## config.mk

```make
export PLATFORM = sky130hd
export DESIGN_NAME = full_adder_1bit_flat
export DESIGN_NICKNAME = d
export VERILOG_FILES = /design/src/rtl/full_adder_1bit_if.sv /design/src/rtl/full_adder_1bit.sv /design/src/flat_wrapper.sv
export SDC_FILE = /design/constraint.sdc
export NUM_CORES = 1
export LEC_CHECK = 0
export ABC_AREA = 1
export CAP_MARGIN = 20
export CELL_PAD_IN_SITES_DETAIL_PLACEMENT = 0
export CELL_PAD_IN_SITES_GLOBAL_PLACEMENT = 1
export CORE_MARGIN = 1
export CORE_UTILIZATION = 36
export CTS_BUF_LIST = sky130_fd_sc_hd__clkbuf_8
export DETAILED_ROUTE_END_ITERATION = 7
export GPL_TIMING_DRIVEN = 1
export HOLD_SLACK_MARGIN = 0.03
export PLACE_DENSITY = 0.87
export SLEW_MARGIN = 20
export SYNTH_ARGS = -nofsm -noshare
export SYNTH_HDL_FRONTEND = slang
export SYNTH_SLANG_ARGS = --single-unit
export TNS_END_PERCENT = 10
```

## constraint.sdc

```tcl
create_clock -name clk -period 1.6 [get_ports clk]
set_input_delay 0.32 -clock clk [delete_from_list [all_inputs] [get_ports clk]]
set_output_delay 0.32 -clock clk [all_outputs]
set_load 0.02 [all_outputs]
```

## src/rtl/full_adder_1bit_if.sv

```systemverilog
// full_adder_1bit_if: operand, result and debug-counter bundle for the 1-bit full adder
interface full_adder_1bit_if #(parameter int CNT_W = 16);
  logic a, b, carry_in, in_valid;
  logic s, carry_out, s_q, carry_out_q, out_valid;
  logic [CNT_W-1:0] op_count, carry_count;
  modport master (
    output a, b, carry_in, in_valid,
    input  s, carry_out, s_q, carry_out_q, out_valid, op_count, carry_count
  );
  modport slave (
    input  a, b, carry_in, in_valid,
    output s, carry_out, s_q, carry_out_q, out_valid, op_count, carry_count
  );
endinterface

```

## src/rtl/full_adder_1bit.sv

```systemverilog
// full_adder_1bit: 1-bit full adder with registered result copy and saturating activity counters
module full_adder_1bit #(parameter int CNT_W = 16) (
  input logic clk,
  input logic rst_n,
  full_adder_1bit_if.slave bus
);
  logic sum_q, sum_d, cout_q, cout_d, valid_q, valid_d;
  logic [CNT_W-1:0] op_q, op_d, cy_q, cy_d;
  assign bus.s = bus.a ^ bus.b ^ bus.carry_in;
  assign bus.carry_out = (bus.a & bus.b) | (bus.a & bus.carry_in) | (bus.b & bus.carry_in);
  // Next state: capture the adder result on accepted ops, counters saturate at all-ones
  always_comb begin
    sum_d = bus.in_valid ? bus.s : sum_q;
    cout_d = bus.in_valid ? bus.carry_out : cout_q;
    valid_d = bus.in_valid;
    op_d = (bus.in_valid && op_q != '1) ? op_q + CNT_W'(1) : op_q;
    cy_d = (bus.in_valid && bus.carry_out && cy_q != '1) ? cy_q + CNT_W'(1) : cy_q;
  end
  // Registered path with synchronous active-low reset taking priority over in_valid
  always_ff @(posedge clk) begin
    if (!rst_n) begin
      sum_q <= 1'b0;
      cout_q <= 1'b0;
      valid_q <= 1'b0;
      op_q <= '0;
      cy_q <= '0;
    end else begin
      sum_q <= sum_d;
      cout_q <= cout_d;
      valid_q <= valid_d;
      op_q <= op_d;
      cy_q <= cy_d;
    end
  end
  assign bus.s_q = sum_q;
  assign bus.carry_out_q = cout_q;
  assign bus.out_valid = valid_q;
  assign bus.op_count = op_q;
  assign bus.carry_count = cy_q;
endmodule

```

## src/flat_wrapper.sv

```systemverilog
// flat-port wrapper written by rule: the top's interface ports become plain ports
module full_adder_1bit_flat 
#(parameter int CNT_W = 16)
  (clk, rst_n, bus_a, bus_b, bus_carry_in, bus_in_valid, bus_s, bus_carry_out, bus_s_q, bus_carry_out_q, bus_out_valid, bus_op_count, bus_carry_count);
  full_adder_1bit_if #(.CNT_W(CNT_W)) bus_i ();
  input logic clk;
  input logic rst_n;
  input wire logic [$bits(bus_i.a)-1:0] bus_a;
  input wire logic [$bits(bus_i.b)-1:0] bus_b;
  input wire logic [$bits(bus_i.carry_in)-1:0] bus_carry_in;
  input wire logic [$bits(bus_i.in_valid)-1:0] bus_in_valid;
  output wire logic [$bits(bus_i.s)-1:0] bus_s;
  output wire logic [$bits(bus_i.carry_out)-1:0] bus_carry_out;
  output wire logic [$bits(bus_i.s_q)-1:0] bus_s_q;
  output wire logic [$bits(bus_i.carry_out_q)-1:0] bus_carry_out_q;
  output wire logic [$bits(bus_i.out_valid)-1:0] bus_out_valid;
  output wire logic [$bits(bus_i.op_count)-1:0] bus_op_count;
  output wire logic [$bits(bus_i.carry_count)-1:0] bus_carry_count;
  assign bus_i.a = bus_a;
  assign bus_i.b = bus_b;
  assign bus_i.carry_in = bus_carry_in;
  assign bus_i.in_valid = bus_in_valid;
  assign bus_s = bus_i.s;
  assign bus_carry_out = bus_i.carry_out;
  assign bus_s_q = bus_i.s_q;
  assign bus_carry_out_q = bus_i.carry_out_q;
  assign bus_out_valid = bus_i.out_valid;
  assign bus_op_count = bus_i.op_count;
  assign bus_carry_count = bus_i.carry_count;
  full_adder_1bit #(.CNT_W(CNT_W)) u_core (.clk(clk), .rst_n(rst_n), .bus(bus_i));
endmodule
```

[Word-level counts from Yosys, hierarchy flattened]
Cells that the tools add are included.
Storage, ports and cells
  flip-flop bits (word level): 35
  input bits: 6
  output and inout port bits: 37
  word-level logic and storage cells: 19
Cells by class
  add/subtract/negate cells: 2
  equality and inequality tests: 2
  bitwise gates (word level): 7
  reductions and logical operators: 3
Operators with widths (count)
  $add 16x1->16 const B: 2
  $ne 16x16->1 const B: 2
  $and 1x1->1: 3
  $logic_and 1x1->1: 3
  $or 1x1->1: 2
  $xor 1x1->1: 2

[Longest topological paths before layout]
Gate-level depths: netlist of the first run.
  depth in word-level cells: 5
  gate-level depth with buffers: 9
  mapped depth without buffers: 9

[Least setup slack after synthesis of the first run]
OpenSTA, ideal clock, no wires.
  path type: input-to-reg
  start point: input port bus_carry_in
  end point: register u_core.cy_q[10], in the netlist u_core.bus.carry_count[10]
  library setup time: 0.116 ns
  arrival time: 1.461 ns
  data required time: 1.484 ns
  slack: 0.023 ns
  cell stages on the path: 7
  buffers on the path: 0
  cell sequence: fa_1 nand2_4 nor2_1 nand3_1 inv_1 a21oi_1 nor2_2
Between the ends
  longest elaborated chain between the ends: 5
  elaborated cells on any way between the ends: 6
  those cells by class: bitwise (4); reduce/logical (2)
RTL lines
  start, declared: line flat_wrapper.sv:10  | input wire logic [$bits(bus_i.carry_in)-1:0] bus_carry_in;
  $and 1x1->1: line full_adder_1bit.sv:10  | assign bus.carry_out = (bus.a & bus.b) | (bus.a & bus.carry_in) | (bus.b & bus.carry_in);
  $or 1x1->1: line full_adder_1bit.sv:10
  $or 1x1->1 (*): line full_adder_1bit.sv:10
  $logic_and 1x1->1 (*) (2 in a row): line full_adder_1bit.sv:17  | cy_d = (bus.in_valid && bus.carry_out && cy_q != '1) ? cy_q + CNT_W'(1) : cy_q;
  end signal, assigned: line full_adder_1bit.sv:32  | cy_q <= cy_d;
  end, declared: line full_adder_1bit.sv:8  | logic [CNT_W-1:0] op_q, op_d, cy_q, cy_d;
Every way passes the cells marked *; elsewhere a longest branch is shown, timed or not.
A chain may end at the register's enable or synchronous reset.

[Final worst setup path of the first run]
  start point: input port bus_a
  end point: output port bus_s
Between the ends
  longest elaborated chain between the ends: 2
RTL lines
  start, declared: line flat_wrapper.sv:8  | input wire logic [$bits(bus_i.a)-1:0] bus_a;
  $xor 1x1->1 (2 in a row): line full_adder_1bit.sv:9  | assign bus.s = bus.a ^ bus.b ^ bus.carry_in;
  end, declared: line flat_wrapper.sv:12  | output wire logic [$bits(bus_i.s)-1:0] bus_s;
No other way between the ends.

==> impl_metrics.toml, run 1 <==
[run_status]
status = "complete, no violations"

[clock_network]
cts.sinks = 35
clk_pin_slew_ns = 0.07
cts.path.max_buffers = 2
numCtsBuffers = 5
hold_buffers = 0
insertion_delay_ns = 0.29
cts_root_buf = "clkbuf_8"
cts_max_level = 2
cts_tree = "yes"

[worst_setup_path]
critPathKind = "primary input to output pin"
cpPeakStageDelay_ns = 0.55
cp_cell_sequence = "dlygate4sd2_1, fa_2, buf_6"
path_max_fanout = 2
reg2reg_from = "u_core.bus.carry_count[8]"
critical_path_arrival_ns = 1.24
critPathLaunch = "bus_a"
required_ns = 1.28
end_kind = "output pin"
r2r_setup_slack_ns = 0.12
cp_slowest_cell = "fa_2"
cp-start-kind = "primary input"

[global_route]
antenna_found_initial = 0
grt-ovfl-total = 0
grt_usage = 0.180
grt_max_degree = 36
grtUsageMet3 = 0.0298
grt_pass1_vias = 1946
grtUsageMet1 = 0.246
grt_pass1_wl_mm = 8.67
grt-busiest-layer = "met2"
grtUsageMet2 = 0.276

[timing]
worstMarginPinSlew_ns = 0.354
setup_viol = 0
drv_slew = 0
relSlewSlack = 0.763
setup_ws_ns = 0.0434
whs_ns = 0.479
fin_crit_sh = 0.973
fmax_mhz = 642
finClkSkew_ns = 0.00743
min_period_ns = 1.56
rsz0062_at_grt = "yes"
hold_viol_final = 0

[routing]
wl_mm = 4.82
vias = 2086
avgViaCountPerCell = 4.76
dr.pass1.iters = 4
ant_nets = 0
drt_iter0_drc = 92
wire_per_inst_um = 11.0
drc = 0

[worst_hold_path]
min_from = "u_core.bus.carry_out_q"
hold_path.class = "flip-flop to flip-flop"

[place]
dp_hpwl_mm = 3.58
globalplace.congestion = 0.821
port-buffer-count = 42
post-place-ws_ns = -0.637

[die]
start_util = 0.386
num_rows = 26
die_area_mm2 = 0.00591
fp.dieH_um = 76.9
die_w_um = 76.9
fp.coreArea_mm2 = 0.00524
io_pins = 43

[flow_run]
drv_cap = 0

[power_and_ir_drop]
leakagePower_nw = 1.20
p_int_mw = 1.36
seq_power_share = 0.498
powerDensity_mw_per_mm2 = 681
power.switching_fraction = 0.247
clkPwrFrac = 0.399
p_sw_mw = 0.447
power_mw = 1.81
p_comb_frac = 0.103
vdd_drop_max_mv = 0.417

[cells_and_area]
drive_above_1_share = 0.125
multiInputGateArea_mm2 = 0.00119
fillers = 573
fin_util = 0.507
nNetsFinal = 376
n_antenna_cell = 0
seq_area_um2 = 702
area_growth_pct = 31.4

[yosys]
ys_seq_area_frac = 0.347
netlist_area_mm2 = 0.00202
synth_seq_cells = 35
syn_inst = 313
synth_nets = 322
syn_area_per_cell_um2 = 6.45
synth_cell_types = 27
yosysWarnings = 0
==> cell type report <==
| type | instances | area share |
|---|---|---|
| Sequential cell | 35 | 0.264 |
| Clock inverter | 1 | 0.00141 |
| Tap cell | 70 | 0.0330 |
| Clock buffer | 7 | 0.0363 |
| Multi-Input combinational cell | 247 | 0.448 |
| Inverter | 24 | 0.0339 |
| Timing Repair Buffer | 54 | 0.183 |
==> logic make-up after synthesis <==
| logic type | Yosys count | share of synthesized area |
|---|---|---|
| and+or+nand+nor | 215 | 0.480 |
| DFF | 35 | 0.347 |
| buffers and inverters | 31 | 0.0756 |
| AOI/OAI and AO/OA | 29 | 0.0750 |
| adders and majority gates | 3 | 0.0223 |
==> repair_timing <==
action | in CTS | in global routing
pin swaps | 1 | 2
buffers inserted | 0 | 0
hold endpoints to repair | 0 | 0
resized for setup | 48 | 8
setup endpoints to repair | 48 | 20
==> cells in the mapped netlist <==
| cell type | instances | share of area |
|---|---|---|
| nand2_4 | 1 | 0.0056 |
| a21oi_1 | 20 | 0.050 |
| nand4_4 | 1 | 0.011 |
| a21oi_2 | 1 | 0.0043 |
| a21boi_0 | 1 | 0.0037 |
| or2_2 | 1 | 0.0031 |
| nor3_1 | 2 | 0.0050 |
| buf_6 | 4 | 0.022 |
| fa_1 | 1 | 0.0099 |
| o21ai_0 | 6 | 0.015 |
| nand3b_1 | 1 | 0.0037 |
| nand3_1 | 25 | 0.062 |
| buf_4 | 1 | 0.0037 |
| nand2_2 | 2 | 0.0062 |
| nor2_4 | 5 | 0.028 |
| nor2_1 | 83 | 0.15 |
| nand2_1 | 77 | 0.14 |
| o21ai_1 | 1 | 0.0025 |
| buf_2 | 2 | 0.0050 |
| nand3_2 | 3 | 0.015 |
| nor2_2 | 6 | 0.019 |
| inv_1 | 24 | 0.045 |
| ha_1 | 2 | 0.012 |
| dfxtp_1 | 35 | 0.35 |
| nor3b_1 | 1 | 0.0037 |
| and2_1 | 1 | 0.0031 |
| nand4_1 | 6 | 0.019 |
==> power by group through the flow <==
stage	clock, mW	combinational, mW	sequential, mW
floorplan	0	0.0860	0.940
global placement	0	0.192	0.920
detailed placement	0	0.193	0.920
CTS	0.734	0.188	0.900
global route	0.772	0.207	0.902
finish	0.720	0.187	0.900
==> stage by stage <==
step / instance area [µm²] / setup TNS (ns) / std cells
6_report: 2650 / 0 / 438
5_1_grt: 2650 / -0.0170 / 438
4_1_cts: 2630 / 0 / 438
3_5_place_dp: 2570 / -8.00 / 430
3_3_place_gp: 2570 / -7.03 / 430
2_1_floorplan: 2020 / 0 / 313
==> sequential cells by signal, indices dropped and copies added (netlist names) <==
signal                  count
u_core.bus.carry_count     16
u_core.bus.carry_out_q      1
u_core.bus.op_count        16
u_core.bus.out_valid        1
u_core.bus.s_q              1
==> metal layers <==
| metal | routed length, µm | up-vias |
|---|---|---|
| li1 | - | 1101 |
| met1 | 2490 | 936 |
| met2 | 2070 | 39 |
| met3 | 172 | 10 |
| met4 | 87 | 0 |
| met5 | 0 | - |
==> critical path: cells and delay by family <==
kind                     cells  cell delay [ns]
buffers and inverters        2             0.37
adder cells (fa/ha/maj)      1             0.55
==> layout by cell type (no fill, tap or decap), drive strengths merged, types with 2 or more instances in the layout <==
cell,synthesis,layout
nor2,94,94
nand2,80,80
dfxtp,35,35
dlygate4sd2,0,34
nand3,28,28
inv,24,25
a21oi,21,21
buf,7,14
clkbuf,0,7
nand4,7,7
o21ai,7,7
clkdlybuf4s50,0,4
nor3,2,2
ha,2,2
==> final timing paths <==
kind / cells after the start / to
min reg2reg: 2 / u_core.bus.carry_out_q
max reg2reg: 5 / u_core.bus.carry_count[14]
max: 3 / bus_s
min: 2 / u_core.bus.carry_out_q
Power figures use the tool's default switching activity.
==> inputs of run 2 (changes only) <==
--- a/config.mk
+++ b/config.mk
@@ -10,14 +10,14 @@
 export CELL_PAD_IN_SITES_DETAIL_PLACEMENT = 0
 export CELL_PAD_IN_SITES_GLOBAL_PLACEMENT = 1
 export CORE_MARGIN = 1
-export CORE_UTILIZATION = 36
+export CORE_UTILIZATION = 39
 export CTS_BUF_LIST = sky130_fd_sc_hd__clkbuf_8
 export DETAILED_ROUTE_END_ITERATION = 7
 export GPL_TIMING_DRIVEN = 1
 export HOLD_SLACK_MARGIN = 0.03
-export PLACE_DENSITY = 0.87
+export PLACE_DENSITY = 0.93
 export SLEW_MARGIN = 20
 export SYNTH_ARGS = -nofsm -noshare
 export SYNTH_HDL_FRONTEND = slang
 export SYNTH_SLANG_ARGS = --single-unit
-export TNS_END_PERCENT = 10
+export TNS_END_PERCENT = 1
==> constraint.sdc (replaced) <==
create_clock -name clk -period 1.8 [get_ports clk]
set_input_delay 0.36 -clock clk [delete_from_list [all_inputs] [get_ports clk]]
set_output_delay 0.36 -clock clk [all_outputs]
set_load 0.02 [all_outputs]
==> run 2 against run 1 <==
  * First-iteration DRC count grew 13%
  * Critical path depth is the same
  * Cell area is 1.3% lower
  * Final cell count down 1.8%
  * Power down 18%
  * Highest routed layer unchanged
==> impl_metrics.toml, run 2 (synthesized netlist as in run 1, its figures left out) <==
[run_status]
status = "complete, no violations"

[power_and_ir_drop]
power.switching_fraction = 0.250
powerDensity_mw_per_mm2 = 569
p_comb_frac = 0.109
clkPwrFrac = 0.353
p_sw_mw = 0.373
seq_power_share = 0.538
p_int_mw = 1.12
leakagePower_nw = 1.03
power_mw = 1.49
vdd_drop_max_mv = 0.273

[die]
num_rows = 25
fp.dieH_um = 74.0
die_w_um = 74.0
die_area_mm2 = 0.00547
start_util = 0.417
io_pins = 43
fp.coreArea_mm2 = 0.00485

[cells_and_area]
nNetsFinal = 373
fin_util = 0.540
drive_above_1_share = 0.107
area_growth_pct = 29.7
final_area_mm2 = 0.00262
instances_no_fill = 430
fillers = 504
final_cell_mix = "81 x nor2_1, 77 x nand2_1, 37 x clkdlybuf4s50_1"
layout_commonest_cell = "nor2_1"
multiInputGateArea_mm2 = 0.00117
seq_area_um2 = 701
n_antenna_cell = 0

[routing]
dr.pass1.iters = 4
vias = 2070
ant_nets = 0
drt_iter0_drc = 104
avgViaCountPerCell = 4.81
wire_per_inst_um = 10.9
drc = 0
wl_mm = 4.67

[clock_network]
hold_buffers = 0
cts_root_buf = "clkbuf_8"
insertion_delay_ns = 0.29
numCtsBuffers = 5
cts_max_level = 2
cts_tree = "yes"
cts.sinks = 35
postCtsSetupBuffers = 0
clk_pin_slew_ns = 0.07
cts.path.max_buffers = 2

[global_route]
grt_pass1_vias = 1741
grt-ovfl-total = 0
grt_max_degree = 36
grt_usage = 0.189
antenna_found_initial = 0
grt_pass1_wl_mm = 7.96

[timing]
finClkSkew_ns = 0.00358
rsz0062_at_grt = "yes"
hold_viol_final = 0
tns_ns = 0
fin_crit_sh = 0.990
worstMarginPinSlew_ns = 0.338
relSlewSlack = 0.774
drv_slew = 0
setup_viol = 0
fmax_mhz = 561
min_period_ns = 1.78

[worst_setup_path]
critical_path_arrival_ns = 1.42
path_max_fanout = 2
end_kind = "output pin"
cp-start-kind = "primary input"
critPathKind = "primary input to output pin"
required_ns = 1.44

[place]
port-buffer-count = 42
globalplace.congestion = 0.854
dp_cells = 424
post_dp_cell_area_mm2 = 0.00254
dp_hpwl_mm = 3.49

[flow_run]
drv_cap = 0

[worst_hold_path]
hold_path.class = "flip-flop to flip-flop"
[run 2: layout make-up]
class | instances | share of cell area
Sequential cell | 35 | 0.268
Clock buffer | 5 | 0.0263
Timing Repair Buffer | 51 | 0.190
Inverter | 24 | 0.0344
Tap cell | 67 | 0.0320
Multi-Input combinational cell | 247 | 0.449
Clock inverter | 1 | 0.00143
[run 2: layer usage]
layer / up-vias / share of wire / track usage
li1: 1094 / - / -
met1: 924 / 0.51 / 0.264
met2: 46 / 0.42 / 0.280
met3: 6 / 0.052 / 0.0515
met4: 0 / 0.015 / 0.0641
met5: - / 0 / 0
[run 2: metrics by stage]
step                hold WS [ns]  worst slack, ns
floorplan                  0.546            0.183
global placement           0.462           -0.518
detailed placement         0.487           -0.521
CTS                        0.495           0.0151
global route               0.517         -0.00242
finish                     0.492           0.0171
[run 2: path summary, 6_finish.rpt]
kind	from	to	slack (ns)	depth (start not counted)
setup reg to reg	u_core.bus.carry_count[0]	u_core.bus.carry_count[2]	0.24	6
hold reg to reg	u_core.bus.carry_out_q	u_core.bus.carry_out_q	0.49	2
setup / recovery	bus_carry_in	bus_s	0.02	3
hold / removal	u_core.bus.carry_out_q	u_core.bus.carry_out_q	0.49	2
[run 2: what timing repair did]
action | in CTS | in global routing
pin swaps | 1 | 0
resized for setup | 11 | 5
endpoints found under the setup margin | 2 | 5
gates cloned | 0 | 0
[run 2: critical path, stage by stage]
cell,delay (ns)
clkdlybuf4s50_1,0.47
fa_1,0.44
buf_6,0.15
[run 2: power groups by stage]
| stage | sequential (mW) | combinational [mW] | clock, mW |
|---|---|---|---|
| floorplan | 0.836 | 0.0764 | 0 |
| global placement | 0.819 | 0.162 | 0 |
| detailed placement | 0.819 | 0.164 | 0 |
| CTS | 0.801 | 0.165 | 0.548 |
| global route | 0.803 | 0.177 | 0.576 |
| finish | 0.802 | 0.162 | 0.526 |
==> inputs of run 3 (changes only) <==
--- a/config.mk
+++ b/config.mk
@@ -10,12 +10,12 @@
 export CELL_PAD_IN_SITES_DETAIL_PLACEMENT = 0
 export CELL_PAD_IN_SITES_GLOBAL_PLACEMENT = 1
 export CORE_MARGIN = 1
-export CORE_UTILIZATION = 39
+export CORE_UTILIZATION = 33
 export CTS_BUF_LIST = sky130_fd_sc_hd__clkbuf_8
 export DETAILED_ROUTE_END_ITERATION = 7
 export GPL_TIMING_DRIVEN = 1
 export HOLD_SLACK_MARGIN = 0.03
-export PLACE_DENSITY = 0.93
+export PLACE_DENSITY = 0.84
 export SLEW_MARGIN = 20
 export SYNTH_ARGS = -nofsm -noshare
 export SYNTH_HDL_FRONTEND = slang
==> constraint.sdc (replaced) <==
create_clock -name clk -period 1.6 [get_ports clk]
set_input_delay 0.32 -clock clk [delete_from_list [all_inputs] [get_ports clk]]
set_output_delay 0.32 -clock clk [all_outputs]
set_load 0.02 [all_outputs]
==> run 3 against run 2 <==
  * Sequential power grew 12%
  * Count of clock-buffer cells in the layout is the same
  * Power grew 39%
  * Critical path depth is the same
  * Clock power grew 87%
  * Highest routed layer unchanged
  * Setup slack gained 0.032 ns
  * Wire length grew 6.2%
  * Final cell count grew 4.0%
  * Critical path type unchanged
  * Combinational power grew 14%
  * Register-to-register slack lost 0.09 ns
  * Sequential share of layout area shrank 0.92 points
==> impl_metrics.toml, run 3 (synthesized netlist as in run 1, its figures left out) <==
[run_status]
status = "complete, no violations"

[cells_and_area]
n_antenna_cell = 0
fin_util = 0.459
instances_no_fill = 447
area_growth_pct = 34.5
final_area_mm2 = 0.00272
drive_above_1_share = 0.137
final_cell_mix = "81 x nor2_1, 76 x nand2_1, 34 x dfxtp_1"
layout_commonest_cell = "nor2_1"
nNetsFinal = 380

[routing]
vias = 2071
dr.pass1.iters = 4
ant_nets = 0
drt_iter0_drc = 127
wire_per_inst_um = 11.1
drc = 0
wl_mm = 4.96
avgViaCountPerCell = 4.63

[global_route]
grt_pass1_vias = 1882
grt_pass1_wl_mm = 8.47
grt_max_degree = 36
grt-ovfl-total = 0
antenna_found_initial = 0
grt_usage = 0.169

[clock_network]
cts.sinks = 35
insertion_delay_ns = 0.30
cts_tree = "yes"
postCtsSetupBuffers = 0
cts.path.max_buffers = 2
numCtsBuffers = 5
clk_pin_slew_ns = 0.08
cts_max_level = 2
cts_root_buf = "clkbuf_8"
hold_buffers = 0

[place]
globalplace.congestion = 0.815
post_dp_cell_area_mm2 = 0.00260
dp_hpwl_mm = 3.65
dp_cells = 439
port-buffer-count = 42

[timing]
setup_viol = 0
fin_crit_sh = 0.969
rsz0062_at_grt = "no"
worstMarginPinSlew_ns = 0.294
drv_slew = 0
relSlewSlack = 0.804
min_period_ns = 1.55
fmax_mhz = 645
finClkSkew_ns = 0.00642
hold_viol_final = 0

[die]
die_area_mm2 = 0.00644
num_rows = 28
start_util = 0.341
fp.dieH_um = 80.2
io_pins = 43
fp.coreArea_mm2 = 0.00592
die_w_um = 80.2

[worst_setup_path]
critical_path_arrival_ns = 1.23
required_ns = 1.28
end_kind = "output pin"
cp-start-kind = "primary input"
path_max_fanout = 2
critPathKind = "primary input to output pin"

[power_and_ir_drop]
leakagePower_nw = 1.26
powerDensity_mw_per_mm2 = 761
vdd_drop_max_mv = 0.490

[worst_hold_path]
hold_path.class = "primary input to flip-flop"

[flow_run]
drv_cap = 0
run 3: cell count changes in the layout (fill, tap and decap cells not counted), moves of 2 or more:
cell | previous run | this run
clkdlybuf4s50_1 | 37 | 2
buf_4 | 8 | 15
dlymetal6s2s_1 | 1 | 4
bufinv_16 | 0 | 2
dlygate4sd2_1 | 2 | 33
run 3: metal layers:
metal | track usage | vias up | share of wire
li1 | - | 1112 | -
met1 | 0.220 | 922 | 0.50
met2 | 0.275 | 31 | 0.44
met3 | 0.0398 | 6 | 0.044
met4 | 0.0536 | 0 | 0.015
met5 | 0 | - | 0
run 3: report_power, final:
group | switching (mW) | total, mW | leakage (nW) | internal [mW]
logic | 0.100 | 0.184 | 0.910 | 0.0833
registers | 0.0142 | 0.901 | 0.284 | 0.886
clock network | 0.361 | 0.982 | 0.0644 | 0.622
run 3: worst max-delay path, stage by stage:
cell and delay [ns]:
clkdlybuf4s15_1 0.19, fa_1 0.59, buf_6 0.13
run 3: stage by stage:
stage	setup WS, ns	hold WS, ns	power, mW	TNS (ns)
global route	0.0225	0.492	2.15	0
finish	0.0489	0.468	2.07	0
CTS	-0.154	0.484	2.09	-0.835
global placement	-0.634	0.458	1.11	-7.67
floorplan	0.0226	0.546	1.03	0
detailed placement	-0.680	0.470	1.11	-9.15
run 3: cell type report:
class,instances,area [µm²]
fillers,624,3200
flip-flops and latches,35,702
multi-input cells,247,1180
clock buffers,5,68.8
clock inverters,3,67.6
inverters,24,90.1
repair buffers,58,518
well taps,75,93.8
run 3: final timing paths:
check | depth (start not counted) | slack [ns] | end | from
setup reg to reg | 7 | 0.15 | u_core.bus.carry_count[7] | u_core.bus.carry_count[1]
setup / recovery | 3 | 0.05 | bus_s | bus_a
hold reg to reg | 2 | 0.47 | u_core.bus.carry_out_q | u_core.bus.carry_out_q
hold / removal | 3 | 0.47 | u_core.bus.carry_out_q | bus_in_valid
run 3: repair_timing:
action                                  CTS  global route
gates resized for setup                  45             9
gates cloned                              0             0
endpoints found under the setup margin   50            31
pin swaps                                 1             1
